## src/rtl/de_scoreboard_pkg.sv

```systemverilog
// Shared decode-stage constants for the register/CSR write scoreboard.
// Also defines the encoding used to report why decode is stalled.
package de_scoreboard_pkg;

  localparam int REGNOBITS    = 5;
  localparam int DEF_REGWORDS = 32;
  localparam int DBITS        = 32;
  localparam int DEF_CNTBITS  = 2;

  typedef enum logic [2:0] {
    STALL_NONE     = 3'd0,
    STALL_RS1      = 3'd1,
    STALL_RS2      = 3'd2,
    STALL_RD_FULL  = 3'd3,
    STALL_CSR_RD   = 3'd4,
    STALL_CSR_FULL = 3'd5
  } stall_cause_e;

endpackage

```

## src/rtl/de_scoreboard_sb_counter.sv

```systemverilog
// Saturating up/down pending-write counter; simultaneous inc+dec holds the value.
// err pulses combinationally on increment-at-max or decrement-at-zero.
module sb_counter #(
  parameter int W = 2
) (
  input  logic         clk,
  input  logic         reset,
  input  logic         inc,
  input  logic         dec,
  output logic [W-1:0] cnt,
  output logic         sat,
  output logic         err
);

  logic zero;

  assign sat  = &cnt;
  assign zero = (cnt == '0);
  assign err  = (inc && !dec && sat) || (dec && !inc && zero);

  always_ff @(posedge clk or negedge reset) begin
    if (!reset) begin
      cnt <= '0;
    end else if (inc && !dec && !sat) begin
      cnt <= cnt + W'(1);
    end else if (dec && !inc && !zero) begin
      cnt <= cnt - W'(1);
    end
  end

endmodule

```

## src/rtl/de_scoreboard.sv

```systemverilog
// Decode-stage scoreboard: tracks pending register/CSR writes and raises a
// combinational stall on RAW or counter-full hazards; WB retire is seen same-cycle.
module de_scoreboard
  import de_scoreboard_pkg::*;
#(
  parameter int REGWORDS = DEF_REGWORDS,
  parameter int CNTBITS  = DEF_CNTBITS
) (
  input  logic                 clk,
  input  logic                 reset,
  input  logic                 issue_valid,
  input  logic                 issue_wr_reg,
  input  logic [4:0]           issue_rd,
  input  logic                 issue_rs1_used,
  input  logic [4:0]           issue_rs1,
  input  logic                 issue_rs2_used,
  input  logic [4:0]           issue_rs2,
  input  logic                 issue_wr_csr,
  input  logic                 issue_rd_csr,
  input  logic                 flush,
  input  logic                 wb_wr_reg,
  input  logic [4:0]           wb_wregno,
  input  logic                 wb_wr_csr,
  output logic                 stall,
  output logic [REGWORDS-1:0]  busy_bits,
  output logic [31:0]          stall_cycles,
  output logic                 sb_error
);

  logic [CNTBITS-1:0]  cnt [REGWORDS];
  logic [REGWORDS-1:0] sat_v;
  logic [REGWORDS-1:0] err_v;
  logic [CNTBITS-1:0]  csr_cnt;
  logic                csr_sat;
  logic                csr_err;
  logic                accept;
  logic                rs1_hit, rs2_hit;
  stall_cause_e        cause;

  // A same-cycle WB to the source register clears the hazard (regfile writes on negedge).
  assign rs1_hit = wb_wr_reg && (wb_wregno == issue_rs1);
  assign rs2_hit = wb_wr_reg && (wb_wregno == issue_rs2);

  always_comb begin
    cause = STALL_NONE;
    if (issue_rs1_used && issue_rs1 != '0 && cnt[issue_rs1] > CNTBITS'(rs1_hit))
      cause = STALL_RS1;
    else if (issue_rs2_used && issue_rs2 != '0 && cnt[issue_rs2] > CNTBITS'(rs2_hit))
      cause = STALL_RS2;
    else if (issue_wr_reg && issue_rd != '0 && sat_v[issue_rd])
      cause = STALL_RD_FULL;
    else if (issue_rd_csr && csr_cnt > CNTBITS'(wb_wr_csr))
      cause = STALL_CSR_RD;
    else if (issue_wr_csr && csr_sat)
      cause = STALL_CSR_FULL;
  end

  assign stall  = reset && issue_valid && !flush && (cause != STALL_NONE);
  assign accept = issue_valid && !flush && !stall;

  for (genvar i = 0; i < REGWORDS; i++) begin : g_reg
    if (i == 0) begin : g_zero
      // x0 is hardwired; its counter never moves.
      sb_counter #(.W(CNTBITS)) u_cnt (
        .clk(clk), .reset(reset), .inc(1'b0), .dec(1'b0),
        .cnt(cnt[i]), .sat(sat_v[i]), .err(err_v[i])
      );
    end else begin : g_nz
      sb_counter #(.W(CNTBITS)) u_cnt (
        .clk  (clk),
        .reset(reset),
        .inc  (accept && issue_wr_reg && (issue_rd == REGNOBITS'(i))),
        .dec  (wb_wr_reg && (wb_wregno == REGNOBITS'(i))),
        .cnt  (cnt[i]),
        .sat  (sat_v[i]),
        .err  (err_v[i])
      );
    end
    assign busy_bits[i] = |cnt[i];
  end

  sb_counter #(.W(CNTBITS)) u_csr_cnt (
    .clk  (clk),
    .reset(reset),
    .inc  (accept && issue_wr_csr),
    .dec  (wb_wr_csr),
    .cnt  (csr_cnt),
    .sat  (csr_sat),
    .err  (csr_err)
  );

  always_ff @(posedge clk or negedge reset) begin
    if (!reset) begin
      stall_cycles <= '0;
      sb_error     <= 1'b0;
    end else begin
      if (stall) stall_cycles <= stall_cycles + 32'd1;
      if ((|err_v) || csr_err) sb_error <= 1'b1;
    end
  end

endmodule

```

## config.mk

```make
export PLATFORM = sky130hd
export DESIGN_NAME = de_scoreboard
export DESIGN_NICKNAME = d
export VERILOG_FILES = /design/src/rtl/de_scoreboard_pkg.sv /design/src/rtl/de_scoreboard_sb_counter.sv /design/src/rtl/de_scoreboard.sv
export SDC_FILE = /design/constraint.sdc
export NUM_CORES = 1
export LEC_CHECK = 0
export ABC_AREA = 1
export CAP_MARGIN = 20
export CORE_AREA = 5 5 170 172
export DETAILED_ROUTE_END_ITERATION = 8
export DIE_AREA = 0 0 175 177
export PLACE_DENSITY = 0.46
export SYNTH_ARGS = -nofsm -noshare
export SYNTH_HDL_FRONTEND = slang
export SYNTH_SLANG_ARGS = --single-unit
```

## constraint.sdc

```tcl
create_clock -name clk -period 11.2 [get_ports clk]
set_input_delay 3.36 -clock clk [delete_from_list [all_inputs] [get_ports clk]]
set_output_delay 3.36 -clock clk [all_outputs]
set_load 0.05 [all_outputs]
```

After elaboration in Yosys (flattened, before gate mapping)

Cells that the tools add are included.
Widths: inputs -> output; s select.

$add $sub $neg: 65
Reductions and logical operators: 566
Multiplexer cells: 77
Bitwise logic cells: 2
Order comparisons: 6
Equal/unequal tests: 64

Operators with widths:

| cell                  | count |
|---|---|
| $logic_and 1x1->1     | 271 |
| $eq 5x5->1 const B    | 32 |
| $mux 2                | 68 |
| $logic_not 1->1       | 130 |
| $eq 5x4->1 const B    | 16 |
| $add 2x1->2 const B   | 32 |
| $logic_not 2->1       | 32 |
| $reduce_and 2->1      | 32 |
| $reduce_bool 2->1     | 32 |
| $sub 2x1->2 const B   | 32 |
| $reduce_or 2->1       | 31 |
| $eq 5x3->1 const B    | 8 |
| $logic_or 1x1->1      | 33 |
| $add 32x1->32 const B | 1 |
| $reduce_or 31->1      | 1 |
| $bmux 2 s5            | 2 |
| $eq 5x2->1 const B    | 4 |
| $mux 3                | 5 |
| $reduce_bool 5->1     | 3 |
| $ge 6x6->1 const B    | 2 |
| $not 5->6             | 2 |
| $eq 5x1->1 const B    | 2 |
| $eq 5x5->1            | 2 |
| $gt 2x1->1            | 3 |
| other kinds (4)       | 4 |

Output and inout bits: 66
Bits in registers: 97
Word-level logic and storage cells: 814
Bits of input ports: 31

Longest topological paths before layout

Gate-level depths: netlist (run 1).

Word-level depth: 20
Gate-level depth with buffers: 27
Gate-level depth less buffers: 23

By module

From an unflattened synthesis (run 1), not the netlist that was laid out.

Cell total of the unflattened synthesis: 1607
Area total of the unflattened synthesis: 9535.4 sq um

By module, submodules not included:

| module        | times used | cells each | sequential area each (sq um) | area an instance (sq um) |
|---|---|---|---|---|
| sb_counter    | 33         | 23         | 50.0                         | 147.6 |
| de_scoreboard | 1          | 848        | 825.8                        | 4663.2 |

Least setup slack after synthesis (run 1)

OpenSTA, ideal clock, no wires.

Path type: input to output
Start: input port issue_rs2[1]
End: output port stall
Cell stages on the path: 15
Setup slack: 1.872 ns
Required time: 7.840 ns
Data arrival time: 5.968 ns
Path buffers: 4
Cells stage by stage: clkbuf_2 -> inv_1 -> buf_2 -> clkbuf_1 -> o22ai_1 -> a2111oi_0 -> o2111a_1 -> ha_1 -> or2_2 -> nand3_1 -> nand2_1 -> nand4_2 -> nand2_4 -> buf_2 -> inv_1

Cells in the longest elaborated chain, start to end: 10
Elaborated cells on any way between the ends: 14
Those cells by class: order compare (1); eq/ne (1); mux (5); bitwise (1); reduce/logical (6)

RTL lines:

| item                                      | line                | source |
|---|---|---|
| start: declaration                        | de_scoreboard.sv:17 | `input logic [4:0] issue_rs2,` |
| $not 5->6 (not written as such)           | de_scoreboard.sv:48 | `else if (issue_rs2_used && issue_rs2 != '0 && cnt[issue_rs2] > CNTBITS'(rs2_hit))` |
| $bmux 2 s5                                | de_scoreboard.sv:48 |  |
| $mux 2 (not written as such) (2 in a row) | de_scoreboard.sv:48 |  |
| $gt 2x1->1                                | de_scoreboard.sv:48 |  |
| $logic_and 1x1->1 *                       | de_scoreboard.sv:48 |  |
| $mux 3 *                                  | de_scoreboard.sv:48 |  |
| $mux 3 *                                  | de_scoreboard.sv:46 | `if (issue_rs1_used && issue_rs1 != '0 && cnt[issue_rs1] > CNTBITS'(rs1_hit))` |
| $reduce_bool 3->1 *                       | de_scoreboard.sv:58 | `assign stall = reset && issue_valid && !flush && (cause != STALL_NONE);` |
| $logic_and 1x1->1 *                       | de_scoreboard.sv:58 |  |
| end: declaration                          | de_scoreboard.sv:24 | `output logic stall,` |

Every way passes the cells marked *; elsewhere a longest branch is shown, timed or not. The select of a mux whose other input is x is not followed.

Final worst setup path (run 1)

Start: input port issue_rs1[1]
End: output port stall

Cells in the longest elaborated chain, start to end: 9
Elaborated cells on any way between the ends: 13
Those cells by class: order compare (1); eq/ne (1); mux (4); bitwise (1); reduce/logical (6)

RTL lines:

| item                                      | line                | source |
|---|---|---|
| start: declaration                        | de_scoreboard.sv:15 | `input logic [4:0] issue_rs1,` |
| $not 5->6 (not written as such)           | de_scoreboard.sv:46 |  |
| $bmux 2 s5                                | de_scoreboard.sv:46 |  |
| $mux 2 (not written as such) (2 in a row) | de_scoreboard.sv:46 |  |
| $gt 2x1->1                                | de_scoreboard.sv:46 |  |
| $logic_and 1x1->1 *                       | de_scoreboard.sv:46 |  |
| $mux 3 *                                  | de_scoreboard.sv:46 |  |
| $reduce_bool 3->1 *                       | de_scoreboard.sv:58 |  |
| $logic_and 1x1->1 *                       | de_scoreboard.sv:58 |  |

Marked as above.

==> results.md, run 1 <==
- Mapped Cells: approximately 1.3k
- Worst-Margin Slew: approximately 0.9 ns
- CTS resizes: 0
- # DRC: 0
- Pwr per Cell Area: 156.7 nW/um^2
- R2R setup slack: roughly 7.1 ns
- First drt pass iteration count: 6
- Longest Clk Path Bufs: 2
- Peak supply drop: roughly 120 uV
- Crit path buffers/inverters: 4
- EDFF count, synth: 0
- Crit path capture type: output pin
- Ranking of synthesized cells by area: dfrtp_1, nand2_1, nor2_1
- FF-to-FF Start: g_reg[10].g_nz.u_cnt.cnt[0]
- Total congestion overflow: 0
- Final ANT Viol Nets: 0
- Area Overhead vs Synth: 19.22%
- CP Launch Type: input port
- Core area: between 20000 and 30000 um^2
- Final Routed Wirelength: just over 30000 um
- Finished Layout Cells: 1714
- Final Wtd Congestion: between 0.8 and 0.9
- Worst slew margin: 0.4006
- CP max-delay cell: clkdlybuf4s50_1
- Fin. max-slew vios: 0
- Post CTS Setup Buffer Count: 0
- Min Tclk post-route: around 10 ns
- Critical setup path kind: in2out
- Place WS: a little over 1 ns
- Overall Global Routing Usage: 0.1991
- Synth top area share: 0.3020
- DP Wirelength: between 20000 and 25000 um
- Static Leakage: approximately 4.6 nW
- Sequential Power Share: 0.362
- Final core utilization: 0.3507
- # diodes: 0
- Post-synthesis sequential area ratio: 0.3020
- CP top delay family: buffers and inverters
- RR Endpoint: sb_error
- Site Rows: 61
- Unrepaired setup endpoints after global routing: false
- Initial Util: 0.2942
- Top FF cell, synth: dfrtp_1
- Switch share: 0.4843
- Die Footprint: 30980 um^2
- Worst Skew: about 0.016 ns
- Hold path cells: 1
- Sw power: about 0.73 mW
- Final nets: 1398
- Initial antenna violation count: 0
- Mean Syn Cell Area: between 6 and 7 um^2
- Critical path fanouts, max: 25
- Wire length of the first global-routing pass: 47670 um
- Drt initial violations: roughly 1.0k
- Async SR Flop Fraction: 1.000
- Arr. time, crit path: 6.85 ns
- Internal power: slightly below 0.8 mW
- Slowest stage delay, CP: just under 0.8 ns
- Die X: between 150 and 200 um
- TritonCTS Buffers: 9
- Hold WC Path Type: reg2reg
- Most numerous cell on the critical path: inv_1
- Port Buf Inserts: 95
- Dominant cell type by area after synthesis: dfrtp_1
- Layout cells sized above 1: 0.03947
- Boundary pin count: 97
- CTS tree: done
- Insertion delay to the later sink of the worst-skew pair: 0.37 ns
- Setup TNS Final: 0 ns
- Maximum clock rate: 0.09799 GHz
- Syn_nets: between 1k and 1.5k
- Clock slew at reported path FFs: around 0.090 ns
- H-tree Lvls: 3
- Wire per inst: 17.92 um
- Routed vias/inst: ~5
- Comb power frac: 0.415
- Run status: complete, no violations
- Pin count of the biggest net entering global routing: 67
- Mapped Area: around 8000 um^2
- Root Buffer Master: clkbuf_16
- Yosys reg bits: 97
- Critical-path cell list: clkdlybuf4s50_1, inv_1, a221oi_1, o221ai_1, a2111oi_0, ha_1, or2_2, nand3_1, nand2_1, nand4_2, nand2_4, inv_1, buf_12
- YS warnings: 0
- Post-CTS Hold Buffers: 0
- Post-synth top cells: nand2_1, nor2_1, inv_1
- Clock share of power: 0.223
- Vias in the first global route: between 8k and 9k
- Post-route setup slack: about 1 ns
- Top-count cell post-synth: nand2_1
- Final setup viols: 0
- Hold Path End: stall_cycles[31]
- Hold Path Origin: stall_cycles[31]
- Number of library cell types mapped by synthesis: between 40 and 50
- CTS Sinks: 97
- Fin. Hold Viols: 0
- Vias post-DR: around 8.6k
- Post-route clock period utilization: 0.9112
- Reg2reg path depth: 21
- Maximum Capacitance Violations: 0
- Worst Path Required: around 7.8 ns
- Placed Cells: 1698
- Die Ht: 177 um
-- per-layer routing --
layer,routed length [um],track usage,share of wire
met1,14230,0.2793,0.46
met2,13930,0.3174,0.45
met3,1885,0.03076,0.061
met4,684,0.06023,0.022
met5,0,0,0
-- worst max path at each step --
stage / startpoint / endpoint / slack (ns) / cells past startpoint
3_3_place_gp: issue_rs1[1] / stall / 0.99 / 15
3_5_place_dp: issue_rs1[1] / stall / 1.03 / 13
5_1_grt: issue_rs1[1] / stall / 0.64 / 13
6_report: issue_rs1[1] / stall / 0.99 / 13
2_1_floorplan: issue_rs2[1] / stall / 1.87 / 15
4_1_cts: issue_rs1[1] / stall / 1.01 / 13
-- registers in the layout, summed over array words and instances (netlist names) --
signal and cells:
g.g_nz.u_cnt.cnt 62, stall_cycles 32, u_csr_cnt.cnt 2, sb_error 1
-- logic make-up (layout without fill, tap and decap cells) --
kind of cell	Yosys count	in the layout	synth area share
compound gates	181	181	0.1266
flops	97	97	0.3020
xor+xnor	64	64	0.06974
other cells	1	1	0.0004666
fa+ha+maj	4	4	0.006227
buf+inv	207	284	0.1034
simple gates	737	737	0.3917
-- placed cells by master, fill, tap and decap left out, drive strengths merged, types with 7 or more instances in the layout --
| cell | instances |
|---|---|
| a21o | 7 |
| a21oi | 48 |
| buf | 9 |
| clkbuf | 9 |
| clkdlybuf4s50 | 93 |
| dfrtp | 97 |
| inv | 168 |
| nand2 | 332 |
| nand3 | 109 |
| nand4 | 34 |
| nor2 | 237 |
| nor3 | 17 |
| o21ai | 87 |
| o22ai | 13 |
| xnor2 | 17 |
| xor2 | 47 |
-- cell type report --
cell class | count | area (um^2)
Fill cell | 3048 | 17740
Tap cell | 346 | 432.9
Inverter | 166 | 623.1
Sequential cell | 97 | 2427
Clock inverter | 7 | 81.33
Timing Repair Buffer | 102 | 1011
Clock buffer | 9 | 225.2
Multi-Input combinational cell | 987 | 4782
-- power groups by stage --
stage	sequential, mW	combinational [mW]	clock [mW]
floorplan	0.521	0.399	0
global placement	0.549	0.627	0
detailed placement	0.547	0.627	0
CTS	0.540	0.629	0.346
global route	0.554	0.682	0.352
finish	0.543	0.624	0.335
-- through the flow --
step,area (um^2),power (mW),hold slack [ns]
after floorplan,8038,0.9201,0.4830
after global placement,9276,1.176,0.4671
after detailed placement,9276,1.174,0.4767
after CTS,9583,1.515,0.4892
after global routing,9583,1.587,0.5137
final,9583,1.502,0.4876
Note: power is estimated with default switching activity, not from simulation.
==> run 2: changes to the inputs <==
CORE_AREA = 5 5 127 129   (was 5 5 170 172)
DIE_AREA = 0 0 132 134   (was 0 0 175 177)
PLACE_DENSITY = 0.76   (was 0.46)
==> run 2 against run 1 <==
Combinational power down 1%. Hold slack got worse by 0.013 ns. Core utilization increased by 28 points. Sequential share of layout area increased by 0.46 points. Sequential power is essentially flat. Die area shrank 43%. Critical path type unchanged. Critical endpoint unchanged. Largest cell class unchanged. Highest routed layer unchanged.
==> results.md, run 2 (synthesis gave the netlist of run 1 again) <==
- Run status: complete, no violations
- CP Launch Type: input port
- Worst-Margin Slew: about 0.7 ns
- Sw power: 0.7023 mW
- Area Overhead vs Synth: 17.09%
- Boundary pin count: between 90 and 100
- CTS tree: done
- Die X: between 100 and 150 um
- FF/Latch Area: 2427 um^2
- Final ANT Viol Nets: 0
- Worst setup path start: issue_rs1[1]
- M1 WL: roughly 12000 um
- Critical path fanouts, max: 25
- DR WL met3: between 2000 and 3000 um
- WL met2: ~12000 um
- CTS resizes: 0
- # DRC: 0
- Routed vias/inst: 5.688
- Fin area: roughly 9400 um^2
- Post-route clock period utilization: 0.9105
- CTS Sinks: 97
- Clock slew at reported path FFs: ~0.080 ns
- FF-to-FF Start: g_reg[10].g_nz.u_cnt.cnt[0]
- Site Rows: 45
- Worst Skew: 0.01374 ns
- Vias in the first global route: about 8.3k
- Pwr per Cell Area: 159.1 nW/um^2
- Static Leakage: 4.586 nW
- DP Wirelength: around 22000 um
- Footprint of the multi-input gates: approximately 4800 um^2
- Core area: between 10000 and 15000 um^2
- Final setup viols: 0
- Insertion delay to the later sink of the worst-skew pair: approximately 0.37 ns
- Die Ht: 134 um
- H-tree Lvls: 3
- Worst slew margin: 0.5358
- Worst Path Required: 7.84 ns
- Port Buf Inserts: 95
- Longest Clk Path Bufs: 2
- Maximum Capacitance Violations: 0
- Final core utilization: 0.6308
- Post CTS Setup Buffer Count: 0
- Final Routed Wirelength: between 20000 and 30000 um
- Final Wtd Congestion: approximately 1.0
- Max FFs per register: slightly above 60
- Internal power: between 0.7 and 0.8 mW
- Critical setup path kind: in2out
- Dpl cell area: around 9100 um^2
- Die Footprint: between 15000 and 20000 um^2
- Initial Util: 0.5387
- Most common cell after layout, fill and taps aside: nand2_1
- Layout cells sized above 1: 0.03877
- Hold WC Path Type: reg2reg
- Most frequent cells in the layout: nand2_1, nor2_1, inv_1
- Pin count of the biggest net entering global routing: 77
- Comb power frac: 0.411
- Fin. Hold Viols: 0
- First drt pass iteration count: 6
- Total congestion overflow: 0
- Layout fillers: approximately 1.4k
- Initial antenna violation count: 0
- Min Tclk post-route: between 10 and 15 ns
- Root Buffer Master: clkbuf_16
- Arr. time, crit path: 6.84 ns
- Vias post-DR: 8845
- Register with the most flip-flops: g.g_nz.u_cnt.cnt
- Sequential Power Share: 0.361
- Post-CTS Hold Buffers: 0
- Wire per inst: approximately 18 um
- Crit path capture type: output pin
- TritonCTS Buffers: 9
- Pwr Total: 1.497 mW
- Peak supply drop: between 100 and 150 uV
- Max layer used: met4
- # diodes: 0
- Maximum clock rate: between 0.09 and 0.1 GHz
- Hold Path Origin: stall_cycles[31]
- Wire length of the first global-routing pass: roughly 44000 um
- Regs by FF count: g.g_nz.u_cnt.cnt: 62 flops, stall_cycles: 32 flops, u_csr_cnt.cnt: 2 flops
- Switch share: 0.4690
- Fin. max-slew vios: 0
- Drt initial violations: about 1.3k
- Clock share of power: 0.228
- Unrepaired setup endpoints after global routing: false
- Final nets: about 1.4k
- Overall Global Routing Usage: 0.3110
- Fin Hold WS: between 0.4 and 0.5 ns
- Setup TNS Final: 0 ns
## run 2: changes by cell type in the layout (fill, tap and decap cells not counted), sizes merged
cell and change:
clkinv -3, clkinvlp +2, buf -1, bufinv +1
## run 2: area by class of cell
cell class,instances,share of cell area
clock buffer,9,0.02393
timing repair buffer,101,0.1087
inverter,166,0.06621
multi-input combinational,987,0.5081
tap,188,0.02499
sequential,97,0.2579
clock inverter,7,0.01010
## run 2: final timing paths
path,slack (ns),depth (start not counted),endpoint
worst min register to register,0.47,1,stall_cycles[31]
worst max register to register,7.09,22,sb_error
worst max-delay path,1.00,15,stall
worst min-delay path,0.47,1,stall_cycles[31]
max in group asynchronous,7.41,3,g_reg[19].g_nz.u_cnt.cnt[0]
min in group asynchronous,2.89,1,g_reg[14].g_nz.u_cnt.cnt[1]
## run 2: stage by stage
step           cells  worst slack, ns
2_1_floorplan   1291            1.872
3_3_place_gp    1538            1.076
3_5_place_dp    1538            1.027
4_1_cts         1554            1.038
5_1_grt         1555           0.6507
6_report        1555            1.002
## run 2: power by group through the flow
stage	clock, mW	sequential (mW)	combinational [mW]
3_5_place_dp	0	0.541	0.607
4_1_cts	0.343	0.535	0.610
6_report	0.341	0.541	0.616
5_1_grt	0.361	0.550	0.668
3_3_place_gp	0	0.541	0.603
2_1_floorplan	0	0.521	0.399
## run 2: critical path, stage by stage
cell,delay (ns)
clkdlybuf4s50_1,0.68
inv_1,0.66
nand2_1,0.18
nor2_1,0.12
a311oi_1,0.05
a221oi_1,0.33
o32ai_1,0.13
ha_1,0.30
or2_2,0.27
nand3_1,0.08
nand2_1,0.08
nand4_2,0.16
nand2_4,0.05
inv_1,0.19
buf_12,0.17
## run 2: routing by layer
layer	global-route usage	up-vias
met2	0.4848	414
met5	0	-
li1	-	4300
met4	0.1034	0
met3	0.06714	66
met1	0.4311	4065
==> run 3: changes to the inputs <==
HOLD_SLACK_MARGIN = 0.08   (was default)
==> results of run 3 <==
No change in the layout: final DEF, timing and power equal those of run 2.
